[src/rtl/frame_disp_pkg.sv]
// ============================================================================
// Module   : frame_disp_pkg
// Purpose  : Shared types and constants for the frame nibble display path:
//            display FSM state encoding, blank segment pattern and the
//            hex-to-7-segment lookup.
// Revision : 1.0 - initial release
// ============================================================================
`default_nettype none

package frame_disp_pkg;

   // Display sequencer states
   typedef enum logic [1:0] {
      IDLE = 2'd0,
      SHOW = 2'd1,
      GAP  = 2'd2
   } state_t;

   // All segments off (active-high polarity)
   localparam logic [6:0] SEG_BLANK = 7'h00;

   // Hex digit to segments {g,f,e,d,c,b,a}, active high
   function automatic logic [6:0] hex_to_seg(input logic [3:0] nib);
      logic [6:0] seg;
      case (nib)
         4'h0:    seg = 7'h3F;
         4'h1:    seg = 7'h06;
         4'h2:    seg = 7'h5B;
         4'h3:    seg = 7'h4F;
         4'h4:    seg = 7'h66;
         4'h5:    seg = 7'h6D;
         4'h6:    seg = 7'h7D;
         4'h7:    seg = 7'h07;
         4'h8:    seg = 7'h7F;
         4'h9:    seg = 7'h6F;
         4'hA:    seg = 7'h77;
         4'hB:    seg = 7'h7C;
         4'hC:    seg = 7'h39;
         4'hD:    seg = 7'h5E;
         4'hE:    seg = 7'h79;
         default: seg = 7'h71;
      endcase
      return seg;
   endfunction

endpackage

`default_nettype wire

[src/rtl/hex7seg_decode.sv]
// ============================================================================
// Module   : hex7seg_decode
// Purpose  : Combinational 4-bit hex digit to 7-segment decoder, active-high
//            segments {g,f,e,d,c,b,a}. Usable by any display path.
// Revision : 1.0 - initial release
// ============================================================================
`default_nettype none

module hex7seg_decode
   import frame_disp_pkg::*;
(
   input  logic [3:0] nibble,
   output logic [6:0] seg
);

   // Pure table lookup, no state
   always_comb begin
      seg = hex_to_seg(nibble);
   end

endmodule

`default_nettype wire

[src/rtl/frame_nibble_display.sv]
// ============================================================================
// Module   : frame_nibble_display
// Purpose  : Shows a captured FRAME_W-bit frame as hex digits on a 7-segment
//            display, nibble 0 first, each digit held TICK_COUNT cycles,
//            followed by a blank gap and a one-cycle done pulse. A frame
//            arriving while busy is parked in a one-deep, last-wins slot.
// Options  : SEG_ACTIVE_LOW_EN - invert seg_out and dp at the pins.
// Revision : 1.0 - initial release
// ============================================================================
`default_nettype none

module frame_nibble_display
   import frame_disp_pkg::*;
#(
   parameter logic [23:0] TICK_COUNT = 24'd10_000_000,
   parameter int          FRAME_W    = 64
)(
   input  logic               clk,
   input  logic               rst_n,
   input  logic [FRAME_W-1:0] frame_in,
   input  logic               frame_valid,
   input  logic               hold,
   output logic [6:0]         seg_out,
   output logic               dp,
   output logic               busy,
   output logic [3:0]         nib_idx,
   output logic               done
);

   localparam int          NIB_COUNT = FRAME_W / 4;
   localparam logic [3:0]  NIB_LAST  = 4'(NIB_COUNT - 1);
   // A zero period behaves like a period of one cycle
   localparam logic [23:0] TICK_LAST = (TICK_COUNT == 24'd0) ? 24'd0 : (TICK_COUNT - 24'd1);

   state_t             r_state,     w_state;
   logic [FRAME_W-1:0] r_shadow,    w_shadow;
   logic [FRAME_W-1:0] r_pending,   w_pending;
   logic               r_pending_v, w_pending_v;
   logic [23:0]        r_tick,      w_tick;
   logic [3:0]         r_nib_idx,   w_nib_idx;
   logic               r_done,      w_done;

   logic               w_tick_wrap;
   logic [5:0]         w_bit_base;
   logic [3:0]         w_nibble;
   logic [6:0]         w_dec_seg;
   logic [6:0]         w_seg_hi;
   logic               w_dp_hi;

   // State and datapath registers; reset aborts any frame and drops the pending slot
   always_ff @(posedge clk or negedge rst_n) begin
      if (!rst_n) begin
         r_state     <= IDLE;
         r_shadow    <= '0;
         r_pending   <= '0;
         r_pending_v <= 1'b0;
         r_tick      <= 24'd0;
         r_nib_idx   <= 4'd0;
         r_done      <= 1'b0;
      end else begin
         r_state     <= w_state;
         r_shadow    <= w_shadow;
         r_pending   <= w_pending;
         r_pending_v <= w_pending_v;
         r_tick      <= w_tick;
         r_nib_idx   <= w_nib_idx;
         r_done      <= w_done;
      end
   end

   // Next-state logic: tick pacing, nibble stepping, pending slot and frame hand-off
   always_comb begin
      w_state     = r_state;
      w_shadow    = r_shadow;
      w_pending   = r_pending;
      w_pending_v = r_pending_v;
      w_tick      = r_tick;
      w_nib_idx   = r_nib_idx;
      w_done      = 1'b0;
      w_tick_wrap = (r_tick == TICK_LAST);

      case (r_state)
         IDLE: begin
            if (frame_valid) begin
               w_shadow  = frame_in;
               w_nib_idx = 4'd0;
               w_tick    = 24'd0;
               w_state   = SHOW;
            end
         end

         SHOW: begin
            if (frame_valid) begin
               w_pending   = frame_in;
               w_pending_v = 1'b1;
            end
            if (!hold) begin
               if (w_tick_wrap) begin
                  w_tick = 24'd0;
                  if (r_nib_idx == NIB_LAST) begin
                     w_state = GAP;
                  end else begin
                     w_nib_idx = r_nib_idx + 4'd1;
                  end
               end else begin
                  w_tick = r_tick + 24'd1;
               end
            end
         end

         GAP: begin
            if (frame_valid) begin
               w_pending   = frame_in;
               w_pending_v = 1'b1;
            end
            if (!hold) begin
               if (w_tick_wrap) begin
                  w_tick    = 24'd0;
                  w_done    = 1'b1;
                  w_nib_idx = 4'd0;
                  // A strobe landing on the wrap itself beats any older pending frame
                  if (frame_valid) begin
                     w_shadow    = frame_in;
                     w_pending_v = 1'b0;
                     w_state     = SHOW;
                  end else if (r_pending_v) begin
                     w_shadow    = r_pending;
                     w_pending_v = 1'b0;
                     w_state     = SHOW;
                  end else begin
                     w_state = IDLE;
                  end
               end else begin
                  w_tick = r_tick + 24'd1;
               end
            end
         end

         default: begin
            w_state = IDLE;
         end
      endcase
   end

   // Select the displayed nibble straight from registers
   assign w_bit_base = {r_nib_idx, 2'b00};
   assign w_nibble   = r_shadow[w_bit_base +: 4];

   hex7seg_decode u_hex7seg_decode (
      .nibble (w_nibble),
      .seg    (w_dec_seg)
   );

   // Active-high display image: digits only while showing, dp marks nibble 0
   always_comb begin
      w_seg_hi = SEG_BLANK;
      w_dp_hi  = 1'b0;
      if (r_state == SHOW) begin
         w_seg_hi = w_dec_seg;
         w_dp_hi  = (r_nib_idx == 4'd0);
      end
   end

`ifdef SEG_ACTIVE_LOW_EN
   assign seg_out = ~w_seg_hi;
   assign dp      = ~w_dp_hi;
`else
   assign seg_out = w_seg_hi;
   assign dp      = w_dp_hi;
`endif

   assign busy    = (r_state != IDLE);
   assign nib_idx = r_nib_idx;
   assign done    = r_done;

endmodule

`default_nettype wire

[config.mk]
export PLATFORM = sky130hd
export DESIGN_NAME = frame_nibble_display
export DESIGN_NICKNAME = d
export VERILOG_FILES = /design/src/rtl/frame_disp_pkg.sv /design/src/rtl/hex7seg_decode.sv /design/src/rtl/frame_nibble_display.sv
export SDC_FILE = /design/constraint.sdc
export NUM_CORES = 1
export LEC_CHECK = 0
export BUFFER_PORTS_ARGS = -buffer_cell sky130_fd_sc_hd__clkbuf_2
export CORE_UTILIZATION = 45
export CTS_CLUSTER_DIAMETER = 30
export CTS_CLUSTER_SIZE = 12
export DETAILED_ROUTE_END_ITERATION = 8
export GPL_TIMING_DRIVEN = 0
export HOLD_SLACK_MARGIN = 0.12
export PLACE_DENSITY = 0.64
export SLEW_MARGIN = 0
export SYNTH_ARGS = -nofsm -noshare
export SYNTH_HDL_FRONTEND = slang
export SYNTH_HIERARCHICAL = 1
export SYNTH_SLANG_ARGS = --single-unit
[constraint.sdc]
create_clock -name clk -period 5.5 [get_ports clk]
set_clock_uncertainty 0.15 [all_clocks]
set_input_delay 1.1 -clock clk [delete_from_list [all_inputs] [get_ports clk]]
set_output_delay 1.1 -clock clk [all_outputs]
set_load 0.005 [all_outputs]
==> results.yml <==
setup_path:
  path_class: "reg -> out"
  critPathMaxStageDelay_ns: 0.56
  path_delay_family: "multiplexers"
  cp.arrival_ns: 3.91
  start_kind: "register"
  worstPathMaxFanout: 10
  crit_chain: "clkbuf_1 -> clkbuf_2 -> mux4_2 -> mux4_2 -> inv_1 -> ha_1 -> inv_1 -> mux4_1 -> and2_1 -> clkbuf_2"
  cp.depth: 10
  r2r_cells: 8
  r2r_slack_ns: 2.50
  crit_path_top_delay_cell: "mux4_2"
  path_buf_inv: 5
  crit_path_end_kind: "output pin"
  cp.required_ns: 4.25
synth:
  synth_top_cell_by_area: "dfrtp_1"
  synth_top_area_share_pct: 46.8
  synth_edf_count: 0
  synth_cells: 647
  yosys_warnings: 6
  ys.flop_type: "dfrtp_1"
  ys_seq_area_share_pct: 46.8
  synth_area_leaders: "dfrtp_1 (47%), mux2_2 (18%), mux2_4 (11%), mux4_2 (5.3%), ha_1 (2.0%)"
  syn_avg_cell_area_um2: 13.2
  async_flop_share_pct: 100
  synth_fp_nets: 729
  synth_area_um2: 8550
  synth-seq-cells: 160
  ys_types: 53
power_and_ir_drop:
  clkPwrFrac_pct: 43.7
  p_per_area_nw_per_um2: 270
  combPwrFrac_pct: 7.9
  peakVddDrop_v: 0.000177
  switching_share_pct: 25.2
  internal_power_w: 0.00199
  p_seq_share_pct: 48.4
  switchingPower_w: 0.000672
  power.leakage_nw: 4.56
timing:
  finalCriticalPeriod_ns: 5.16
  setup_tns_ns: 0
  rsz0062_at_grt: "no"
  finalCritPeriodShare_pct: 93.9
  fmax_mhz: 194
  slew_violations: 0
  hold_viol_final: 0
  setup_viol: 0
  tightest_slew_ns: 0.931
  layout_setup_ws_ns: 0.336
  relSlewSlack_pct: 37.3
global_route:
  use_met3_pct: 4.78
  grt_overflow: 0
  busiest_layer: "met2"
  grt_util_met2_pct: 34.3
  grtUsageTotal_pct: 21.0
  grt_max_degree: 119
  grt_antenna_before_repair: 0
  grt.met1_usage_pct: 27.5
  grt_pass1_wl_um: 31900
  grt_pass1_vias: 6075
clock_network:
  post-cts-setup-buffers: 0
  h-tree-depth: 4
  cts_tree: "yes"
  clk_pin_slew_ns: 0.07
  cts-buffers-inserted: 17
  cts.sinks: 160
  cts.repair.resized: 0
  clk_path_buf_depth: 2
  ctsRootBufferMaster: "clkbuf_16"
  hold_buffers: 0
  clk_latency_ns: 0.43
die:
  die_w_um: 140
  io_pins: 82
  die_h_um: 140
  start_util_pct: 45.9
  dieArea_um2: 19600
  row_count: 50
  core_um2: 18600
min_path:
  hold_class: "reg -> reg"
  worstHoldPathCells: 1
placement:
  dpl_cell_area_um2: 9290
  dp_hpwl_um: 13400
  place_ws_ns: 0.579
  gp_congestion: 0.914
  dp.cells: 963
  port_buffers: 81
route:
  routed_wl_um: 19000
  route.detailed.drc: 0
  vias: 5667
  avgRoutedWirePerCell_um: 19.1
  drt_first_pass_iters: 7
  drt_iter0_drc: 424
  via_per_inst: 5.70
  antenna_left: 0
outcome:
  outcome: "finished clean"
finish:
  nets: 830
  stdcell_area_um2: 9870
  n_fill_cell: 1643
  drive_gt1_share_pct: 46.0
  antenna_cells: 0
  finish.utilization_pct: 52.9
  instances_no_fill: 995
  syn_to_final_growth_pct: 15.4
job:
  drv_cap: 0
## cell usage in the layout (no fill, tap or decap), drive strengths merged, types with 2 or more instances in the layout
| cell type | n |
|---|---|
| and3 | 6 |
| nor4b | 2 |
| and2 | 9 |
| o31ai | 3 |
| a21oi | 17 |
| o22ai | 4 |
| inv | 24 |
| o21ai | 8 |
| a31oi | 27 |
| or4b | 2 |
| a211oi | 2 |
| nand3 | 19 |
| mux2i | 3 |
| clkbuf | 127 |
| o211ai | 2 |
| nor4 | 4 |
| nand2b | 3 |
| a22oi | 3 |
| clkinv | 5 |
| o311ai | 2 |
| nand4 | 5 |
| a21o | 2 |
| nand2 | 25 |
| nor3 | 6 |
| nor2b | 6 |
| or2 | 3 |
| ha | 14 |
| a41oi | 3 |
| nor2 | 15 |
| mux2 | 195 |
| mux4 | 21 |
| dfrtp | 160 |
| buf | 14 |
| nand3b | 5 |
| or3 | 2 |
## routing by layer
layer / part of all wire, % / vias to the layer above
met5: 0 / -
met4: 1.2 / 0
met3: 4.8 / 22
met2: 49 / 130
met1: 45 / 2902
li1: - / 2613
## power groups by stage
stage	clock network, W	logic, W	registers [W]
after global placement	0	0.000201	0.00130
after detailed placement	0	0.000214	0.00131
after global routing	0.00124	0.000235	0.00129
after CTS	0.00119	0.000215	0.00129
final	0.00116	0.000210	0.00129
after floorplan	0	0.000129	0.00129
## cell families (layout without fill, tap and decap cells)
group	Yosys count	after routing	share of synthesized area [%]
adder cells (fa/ha/maj)	14	14	2.05
AO/OA/AOI/OAI	81	81	6.29
multiplexers	219	219	34.3
buffers and inverters	58	172	3.26
AND/OR/NAND/NOR	115	115	7.29
flip-flops	160	160	46.8
## final timing paths
kind | start | to
worst min-delay path | r_pending[40] | r_pending[40]
min in group asynchronous | rst_n | r_pending[2]
max in group asynchronous | rst_n | r_shadow[51]
worst max-delay path | nib_idx[1] | seg_out[3]
worst min register to register | r_pending[40] | r_pending[40]
worst max register to register | r_state[0] | r_shadow[48]
## state kept, by name, indices dropped and copies added, names as in the netlist
signal,flops
r_pending,64
r_shadow,64
r_tick,24
nib_idx,4
r_state,2
done,1
r_pending_v,1
## worst reg2reg max path: stages, from the launching register on
cell	delay (ns)
dfrtp_1	0.39
inv_1	0.09
ha_1	0.19
buf_2	0.18
nand2b_1	0.09
clkbuf_1	0.57
clkbuf_1	0.55
mux2_2	0.42
mux2_4	0.27
## per-stage QoR
step                      total power [W]  hold WS [ns]
after floorplan                   0.00142         0.295
after global placement            0.00150         0.318
after detailed placement          0.00152         0.333
after CTS                         0.00269         0.342
after global routing              0.00277         0.372
final                             0.00266         0.353
## area by class of cell
class / count / area, µm² / area share, %
Buffer: 41 / 218 / 2.21
Clock buffer: 18 / 429 / 4.35
Clock inverter: 14 / 149 / 1.51
Inverter: 17 / 63.8 / 0.647
Multi-Input combinational cell: 429 / 4270 / 43.3
Sequential cell: 160 / 4000 / 40.6
Tap cell: 234 / 293 / 2.97
Timing Repair Buffer: 82 / 442 / 4.48
## cells in the mapped netlist, drive strengths merged (6+ instances only)
| cell | instances |
|---|---|
| nand3 | 19 |
| and3 | 6 |
| nor2 | 15 |
| nor2b | 6 |
| mux2 | 195 |
| a31oi | 27 |
| o21ai | 8 |
| inv | 17 |
| nor3 | 6 |
| mux4 | 21 |
| dfrtp | 160 |
| and2 | 9 |
| ha | 14 |
| buf | 14 |
| clkbuf | 27 |
| nand2 | 25 |
| a21oi | 17 |
Note: power is estimated with default switching activity, not from simulation.
